### config.mk
export PLATFORM = sky130hd
export DESIGN_NAME = hangman_engine_param_flat
export DESIGN_NICKNAME = d
export VERILOG_FILES = /design/src/rtl/hangman_engine_param_if.sv /design/src/rtl/hangman_engine_param.sv /design/src/flat_wrapper.sv
export SDC_FILE = /design/constraint.sdc
export NUM_CORES = 1
export LEC_CHECK = 0
export ABC_CLOCK_PERIOD_IN_PS = 2570
export CAP_MARGIN = 20
export CORE_MARGIN = 5
export CORE_UTILIZATION = 60
export CTS_BUF_LIST = sky130_fd_sc_hd__clkbuf_16
export DETAILED_ROUTE_END_ITERATION = 16
export DONT_BUFFER_PORTS = 1
export GPL_TIMING_DRIVEN = 0
export HOLD_SLACK_MARGIN = 0.15
export PLACE_DENSITY = 0.86
export SLEW_MARGIN = 20
export SYNTH_ARGS = -nofsm -noshare
export SYNTH_HDL_FRONTEND = slang
export SYNTH_SLANG_ARGS = --single-unit
### constraint.sdc
create_clock -name clk -period 2.57 [get_ports clk]
set_input_delay 0.514 -clock clk [delete_from_list [all_inputs] [get_ports clk]]
set_output_delay 0.514 -clock clk [all_outputs]
set_load 0.02 [all_outputs]
### src/rtl/hangman_engine_param_if.sv
// hangman_engine_param_if: player, word-ROM and pad-output bus of the hangman engine.
// The dup pulse exists only when HANGMAN_GUESS_HISTORY_EN is defined.
interface hangman_engine_param_if #(
  parameter int WORD_LEN = 5,
  parameter int CHAR_W = 5,
  parameter int ADDR_W = 6,
  parameter int TRY_W = 3
);
  logic next;
  logic [CHAR_W-1:0] guess_char;
  logic [ADDR_W-1:0] word_sel;
  logic [ADDR_W-1:0] word_addr;
  logic [WORD_LEN*CHAR_W-1:0] word_data;
  logic [WORD_LEN-1:0] guessed;
  logic [TRY_W-1:0] tries_left;
  logic hit;
  logic miss;
  logic busy;
  logic win;
  logic lose;
`ifdef HANGMAN_GUESS_HISTORY_EN
  logic dup;
  modport master (output next, guess_char, word_sel, word_data,
                  input word_addr, guessed, tries_left, hit, miss, busy, win, lose, dup);
  modport slave (input next, guess_char, word_sel, word_data,
                 output word_addr, guessed, tries_left, hit, miss, busy, win, lose, dup);
`else
  modport master (output next, guess_char, word_sel, word_data,
                  input word_addr, guessed, tries_left, hit, miss, busy, win, lose);
  modport slave (input next, guess_char, word_sel, word_data,
                 output word_addr, guessed, tries_left, hit, miss, busy, win, lose);
`endif
endinterface

### src/rtl/hangman_engine_param.sv
// hangman_engine_param: parametrised hangman game core with edge-detected strobe.
// Define HANGMAN_GUESS_HISTORY_EN to ignore repeated letters and pulse dup instead.
module hangman_engine_param #(
  parameter int WORD_LEN = 5,
  parameter int CHAR_W = 5,
  parameter int MAX_TRIES = 7,
  parameter int ADDR_W = 6,
  parameter int TRY_W = $clog2(MAX_TRIES + 1)
) (
  input logic clk,
  input logic reset,
  hangman_engine_param_if.slave bus
);
  typedef enum logic [2:0] {IDLE, LOAD0, LOAD1, GUESS, CHECK, RESOLVE, WIN, LOSE} state_t;
  state_t state_q, state_d;
  logic nxt_q;
  logic [ADDR_W-1:0] word_addr_q, word_addr_d;
  logic [WORD_LEN*CHAR_W-1:0] word_q, word_d;
  logic [CHAR_W-1:0] guess_q, guess_d;
  logic [WORD_LEN-1:0] guessed_q, guessed_d, match;
  logic [TRY_W-1:0] tries_q, tries_d;
  logic hit_q, hit_d, miss_q, miss_d, win_q, win_d, lose_q, lose_d;
  logic ev, fresh;
  assign ev = bus.next & ~nxt_q;
  for (genvar i = 0; i < WORD_LEN; i++) begin : g_match
    assign match[i] = word_q[i*CHAR_W +: CHAR_W] == guess_q;
  end
`ifdef HANGMAN_GUESS_HISTORY_EN
  logic [2**CHAR_W-1:0] used_q, used_d;
  logic dup_q, dup_d;
  assign fresh = ~used_q[guess_q];
  always_comb begin
    used_d = used_q;
    if (state_q == CHECK) used_d[guess_q] = 1'b1;
    if (state_q == IDLE) used_d = '0;
    dup_d = state_q == CHECK && !fresh;
  end
  always_ff @(posedge clk) begin
    used_q <= reset ? used_d : '0;
    dup_q <= reset ? dup_d : 1'b0;
  end
  assign bus.dup = dup_q;
`else
  assign fresh = 1'b1;
`endif
  always_ff @(posedge clk) begin
    if (!reset) begin
      state_q <= IDLE;
      nxt_q <= 1'b1;
      word_addr_q <= '0;
      word_q <= '0;
      guess_q <= '0;
      guessed_q <= '0;
      tries_q <= TRY_W'(MAX_TRIES);
      hit_q <= 1'b0;
      miss_q <= 1'b0;
      win_q <= 1'b0;
      lose_q <= 1'b0;
    end else begin
      state_q <= state_d;
      nxt_q <= bus.next;
      word_addr_q <= word_addr_d;
      word_q <= word_d;
      guess_q <= guess_d;
      guessed_q <= guessed_d;
      tries_q <= tries_d;
      hit_q <= hit_d;
      miss_q <= miss_d;
      win_q <= win_d;
      lose_q <= lose_d;
    end
  end
  always_comb begin
    state_d = IDLE;
    case (state_q)
      IDLE: state_d = ev ? LOAD0 : IDLE;
      LOAD0: state_d = LOAD1;
      LOAD1: state_d = GUESS;
      GUESS: state_d = ev ? CHECK : GUESS;
      CHECK: state_d = RESOLVE;
      RESOLVE: state_d = &guessed_q ? WIN : tries_q == '0 ? LOSE : GUESS;
      WIN: state_d = ev ? IDLE : WIN;
      LOSE: state_d = ev ? IDLE : LOSE;
      default: state_d = IDLE;
    endcase
  end
  always_comb begin
    word_addr_d = word_addr_q;
    word_d = word_q;
    guess_d = guess_q;
    guessed_d = guessed_q;
    tries_d = tries_q;
    hit_d = 1'b0;
    miss_d = 1'b0;
    win_d = win_q;
    lose_d = lose_q;
    case (state_q)
      IDLE: word_addr_d = ev ? bus.word_sel : word_addr_q;
      LOAD1: word_d = bus.word_data;
      GUESS: guess_d = ev ? bus.guess_char : guess_q;
      CHECK: if (fresh) begin
        guessed_d = guessed_q | match;
        hit_d = |match;
        miss_d = ~|match;
        tries_d = (|match || tries_q == '0) ? tries_q : tries_q - TRY_W'(1);
      end
      RESOLVE: begin
        win_d = &guessed_q;
        lose_d = ~&guessed_q && tries_q == '0;
      end
      WIN, LOSE: if (ev) begin
        guessed_d = '0;
        tries_d = TRY_W'(MAX_TRIES);
        win_d = 1'b0;
        lose_d = 1'b0;
      end
      default: ;
    endcase
  end
  assign bus.word_addr = word_addr_q;
  assign bus.guessed = guessed_q;
  assign bus.tries_left = tries_q;
  assign bus.hit = hit_q;
  assign bus.miss = miss_q;
  assign bus.win = win_q;
  assign bus.lose = lose_q;
  assign bus.busy = state_q inside {LOAD0, LOAD1, CHECK, RESOLVE};
endmodule
### src/flat_wrapper.sv
// flat-port wrapper written by rule: the top's interface ports become plain ports
module hangman_engine_param_flat 
#(
  parameter int WORD_LEN = 5,
  parameter int CHAR_W = 5,
  parameter int MAX_TRIES = 7,
  parameter int ADDR_W = 6,
  parameter int TRY_W = $clog2(MAX_TRIES + 1)
)
  (clk, reset, bus_next, bus_guess_char, bus_word_sel, bus_word_data, bus_word_addr, bus_guessed, bus_tries_left, bus_hit, bus_miss, bus_busy, bus_win, bus_lose);
  hangman_engine_param_if #(.WORD_LEN(WORD_LEN), .CHAR_W(CHAR_W), .ADDR_W(ADDR_W), .TRY_W(TRY_W)) bus_i ();
  input logic clk;
  input logic reset;
  input wire logic [$bits(bus_i.next)-1:0] bus_next;
  input wire logic [$bits(bus_i.guess_char)-1:0] bus_guess_char;
  input wire logic [$bits(bus_i.word_sel)-1:0] bus_word_sel;
  input wire logic [$bits(bus_i.word_data)-1:0] bus_word_data;
  output wire logic [$bits(bus_i.word_addr)-1:0] bus_word_addr;
  output wire logic [$bits(bus_i.guessed)-1:0] bus_guessed;
  output wire logic [$bits(bus_i.tries_left)-1:0] bus_tries_left;
  output wire logic [$bits(bus_i.hit)-1:0] bus_hit;
  output wire logic [$bits(bus_i.miss)-1:0] bus_miss;
  output wire logic [$bits(bus_i.busy)-1:0] bus_busy;
  output wire logic [$bits(bus_i.win)-1:0] bus_win;
  output wire logic [$bits(bus_i.lose)-1:0] bus_lose;
  assign bus_i.next = bus_next;
  assign bus_i.guess_char = bus_guess_char;
  assign bus_i.word_sel = bus_word_sel;
  assign bus_i.word_data = bus_word_data;
  assign bus_word_addr = bus_i.word_addr;
  assign bus_guessed = bus_i.guessed;
  assign bus_tries_left = bus_i.tries_left;
  assign bus_hit = bus_i.hit;
  assign bus_miss = bus_i.miss;
  assign bus_busy = bus_i.busy;
  assign bus_win = bus_i.win;
  assign bus_lose = bus_i.lose;
  hangman_engine_param #(.WORD_LEN(WORD_LEN), .CHAR_W(CHAR_W), .MAX_TRIES(MAX_TRIES), .ADDR_W(ADDR_W), .TRY_W(TRY_W)) u_core (.clk(clk), .reset(reset), .bus(bus_i));
endmodule
==> insert_results.sql <==
INSERT INTO impl_metrics (metric_group, metric, value, unit) VALUES
('place', 'portBuffers', '0', ''),
('worst_setup_path', 'slowest_library_cell_on_the_worst_path', 'clkbuf_1', ''),
('synthesis', 'ys_warn_count', '0', ''),
('finish', 'fin_nets', '325', ''),
('floorplanning', 'die_width', '72.6', 'um'),
('finish', 'nFillCells', '300', ''),
('clock_tree', 'post_cts.resized_instances', '0', ''),
('clock_tree', 'cts_inserted_buffers', '5', ''),
('pwr', 'totalPowerFinal', '2.02', 'mW'),
('floorplanning', 'dieArea', '5270', 'um2'),
('route', 'viasPerCell', '5.40', ''),
('worst_setup_path', 'cp_cell_sequence', 'clkbuf_1 -> clkbuf_1 -> xnor2_1', ''),
('route', 'wirelength', '4960', 'um'),
('outcome', 'status', 'completed', ''),
('clock_tree', 'ctsHoldBuffers', '0', ''),
('sta', 'final.setup_skew', '0.00414', 'ns'),
('pwr', 'power.ir.vdd_worst', '0.492', 'mV'),
('synthesis', 'synthDominantAreaCellType', 'dfxtp_1', ''),
('worst_hold_path', 'hold_path.class', 'in -> reg', ''),
('finish', 'area_growth', '8.20', '%'),
('grt', 'first_pass_grt_wire_length', '8040', 'um'),
('sta', 'tightestPinTransition', '0.558', 'ns'),
('floorplanning', 'io_count', '58', ''),
('finish', 'drive_gt1_frac', '0.0458', ''),
('clock_tree', 'clock_tree.htree_level_count', '2', ''),
('grt', 'grt_start_max_net_pins', '15', ''),
('job', 'max-cap-violations', '0', ''),
('sta', 'drv_slew', '0', ''),
('synthesis', 'synth_enable_flop_cells', '0', ''),
('synthesis', 'syn-mean-instance-area', '8.48', 'um2'),
('synthesis', 'syn-num-nets', '318', ''),
('finish', 'layout.cells.most_common', 'nand2_1', ''),
('route', 'drt_antenna_net_count', '0', ''),
('synthesis', 'synth_seq_area_share', '0.443', ''),
('grt', 'antenna_found_initial', '0', ''),
('synthesis', 'synth_seq_cells', '52', ''),
('worst_setup_path', 'critPathBufInv', '2', ''),
('worst_setup_path', 'worstPathRequired', '2.06', 'ns'),
('route', 'drt_first_pass_iters', '4', ''),
('clock_tree', 'cts.clk_slew.worst_paths', '0.06', 'ns'),
('sta', 'maxClockFrequency', '0.475', 'GHz'),
('route', 'detail_route.wl_per_cell', '14.9', 'um'),
('synthesis', 'synthTopCellsByArea', 'dfxtp_1 (44%), nand2_1 (9.6%), xnor2_1 (6.0%)', ''),
('worst_setup_path', 'crit_top_cell', 'clkbuf_1', ''),
('sta', 'slew_headroom', '0.626', ''),
('worst_setup_path', 'critPathKind', 'reg -> out', ''),
('sta', 'finalHoldViolations', '0', ''),
('worst_setup_path', 'critical_path_arrival', '1.59', 'ns'),
('place', 'detailedPlacementHpwl', '3690', 'um'),
('pwr', 'power_leakage', '1.01', 'nW'),
('synthesis', 'synthesis.instances', '277', ''),
('finish', 'num_antenna_cells', '0', ''),
('route', 'drt_iter0_drc', '96', ''),
('synthesis', 'netlist_area', '2350', 'um2'),
('worst_setup_path', 'cp-start-kind', 'flip-flop', ''),
('clock_tree', 'clock_tree.root_cell', 'clkbuf_16', ''),
('grt', 'global_route.overflow_total', '0', ''),
('clock_tree', 'tritoncts_num_sinks', '52', ''),
('route', 'drcViolationCount', '0', ''),
('synthesis', 'synth.top_cell.area_share', '0.443', ''),
('finish', 'most-common-layout-cells', 'nand2_1 (60), dfxtp_1 (52), nor2_1 (16), xnor2_1 (16), a21boi_1 (16)', ''),
('worst_setup_path', 'crit_family', 'buffers and inverters', ''),
('synthesis', 'synth-main-ff-cell', 'dfxtp_1', ''),
('sta', 'grt_setup_unrepaired', 'false', ''),
('grt', 'grt_pass1_vias', '1781', ''),
('synthesis', 'synthArstFlopShare', '0', ''),
('clock_tree', 'worst_skew_pair.late_latency', '0.28', 'ns'),
('clock_tree', 'clock_tree.buffer_depth', '2', ''),
('worst_setup_path', 'worst_setup_path_end_kind', 'output port', ''),
('sta', 'final_min_period_over_clock_period', '0.819', ''),
('floorplanning', 'fp.coreArea', '3720', 'um2');
[cell type report]
type                       instances  area [um2]  share of cell area
multi-input combinational        203        1200               0.473
sequential                        52        1040               0.409
clock buffer                       5         125              0.0492
buffer                            18        90.1              0.0354
tap                               48        60.1              0.0236
inverter                           4        15.0             0.00591
clock inverter                     2        7.51             0.00295
[cells in the mapped netlist (2+ instances only)]
library cell   n
nor2b_1       10
xnor2_1       16
and3_1         5
ha_1           2
o21ai_0        3
a21boi_1      16
buf_4          3
inv_1          4
a21boi_0      15
mux2i_1        9
a21oi_1       10
dfxtp_1       52
nor3_1         6
nand2b_1       4
xor2_1        10
buf_2          3
clkbuf_1      11
nand3_1       13
nand2_1       60
nor2_1        16
[path summary, 6_finish.rpt]
check | start | end | slack [ns] | depth (start not counted)
max | u_core.state_q[1] | bus_busy | 0.47 | 3
min | bus_next | u_core.nxt_q | 0.35 | 1
max reg2reg | u_core.guess_q[0] | u_core.bus.tries_left[2] | 0.80 | 6
min reg2reg | u_core.word_q[20] | u_core.word_q[20] | 0.47 | 2
[stage by stage]
step                utilization  cells  worst slack (ns)  hold WS [ns]  instance area, um2
floorplan                     -    277             0.958         0.447                2350
global placement          0.648    325             0.773         0.456                2410
detailed placement        0.648    325             0.769         0.461                2410
CTS                       0.684    332             0.447         0.349                2540
global route              0.684    332             0.312         0.360                2540
finish                    0.684    332             0.466         0.348                2540
[metal layers]
metal / global-route usage / routed length, um / up-vias / part of all wire
met5: 0 / 0 / - / 0
met4: 0.0635 / 55 / 0 / 0.011
met3: 0.0813 / 392 / 5 / 0.079
met2: 0.318 / 2350 / 48 / 0.47
met1: 0.231 / 2160 / 818 / 0.44
li1: - / - / 921 / -
[cell families after synthesis]
group,after synthesis,share of synthesized area
adders and majority gates,2,0.0106
xor gates and xnor gates,26,0.0969
AOI/OAI and AO/OA,48,0.138
muxes,9,0.0383
DFF,52,0.443
buffers and inverters,22,0.0447
and+or+nand+nor,118,0.228
[power breakdown]
group          internal (mW)  total [mW]  switching (mW)  leakage (nW)
sequential             0.892       0.985          0.0926         0.422
clock                  0.349       0.611           0.262        0.0648
combinational          0.160       0.425           0.265         0.522
total                   1.40        2.02           0.620          1.01
[state kept, by name (all words and copies together), names as in the netlist]
register / cells
u_core.bus.lose: 1
u_core.bus.tries_left: 3
u_core.bus.hit: 1
u_core.nxt_q: 1
u_core.guess_q: 5
u_core.bus.miss: 1
u_core.state_q: 3
u_core.bus.win: 1
u_core.word_q: 25
u_core.bus.word_addr: 6
u_core.bus.guessed: 5
[worst register-to-register path, stage by stage (launching register included)]
cell and delay, ns:
dfxtp_1 0.31, buf_2 0.22, xor2_1 0.16, nor3_1 0.09, or3_1 0.39, and4bb_4 0.35, mux2i_1 0.18
Note: power is estimated with default switching activity, not from simulation.
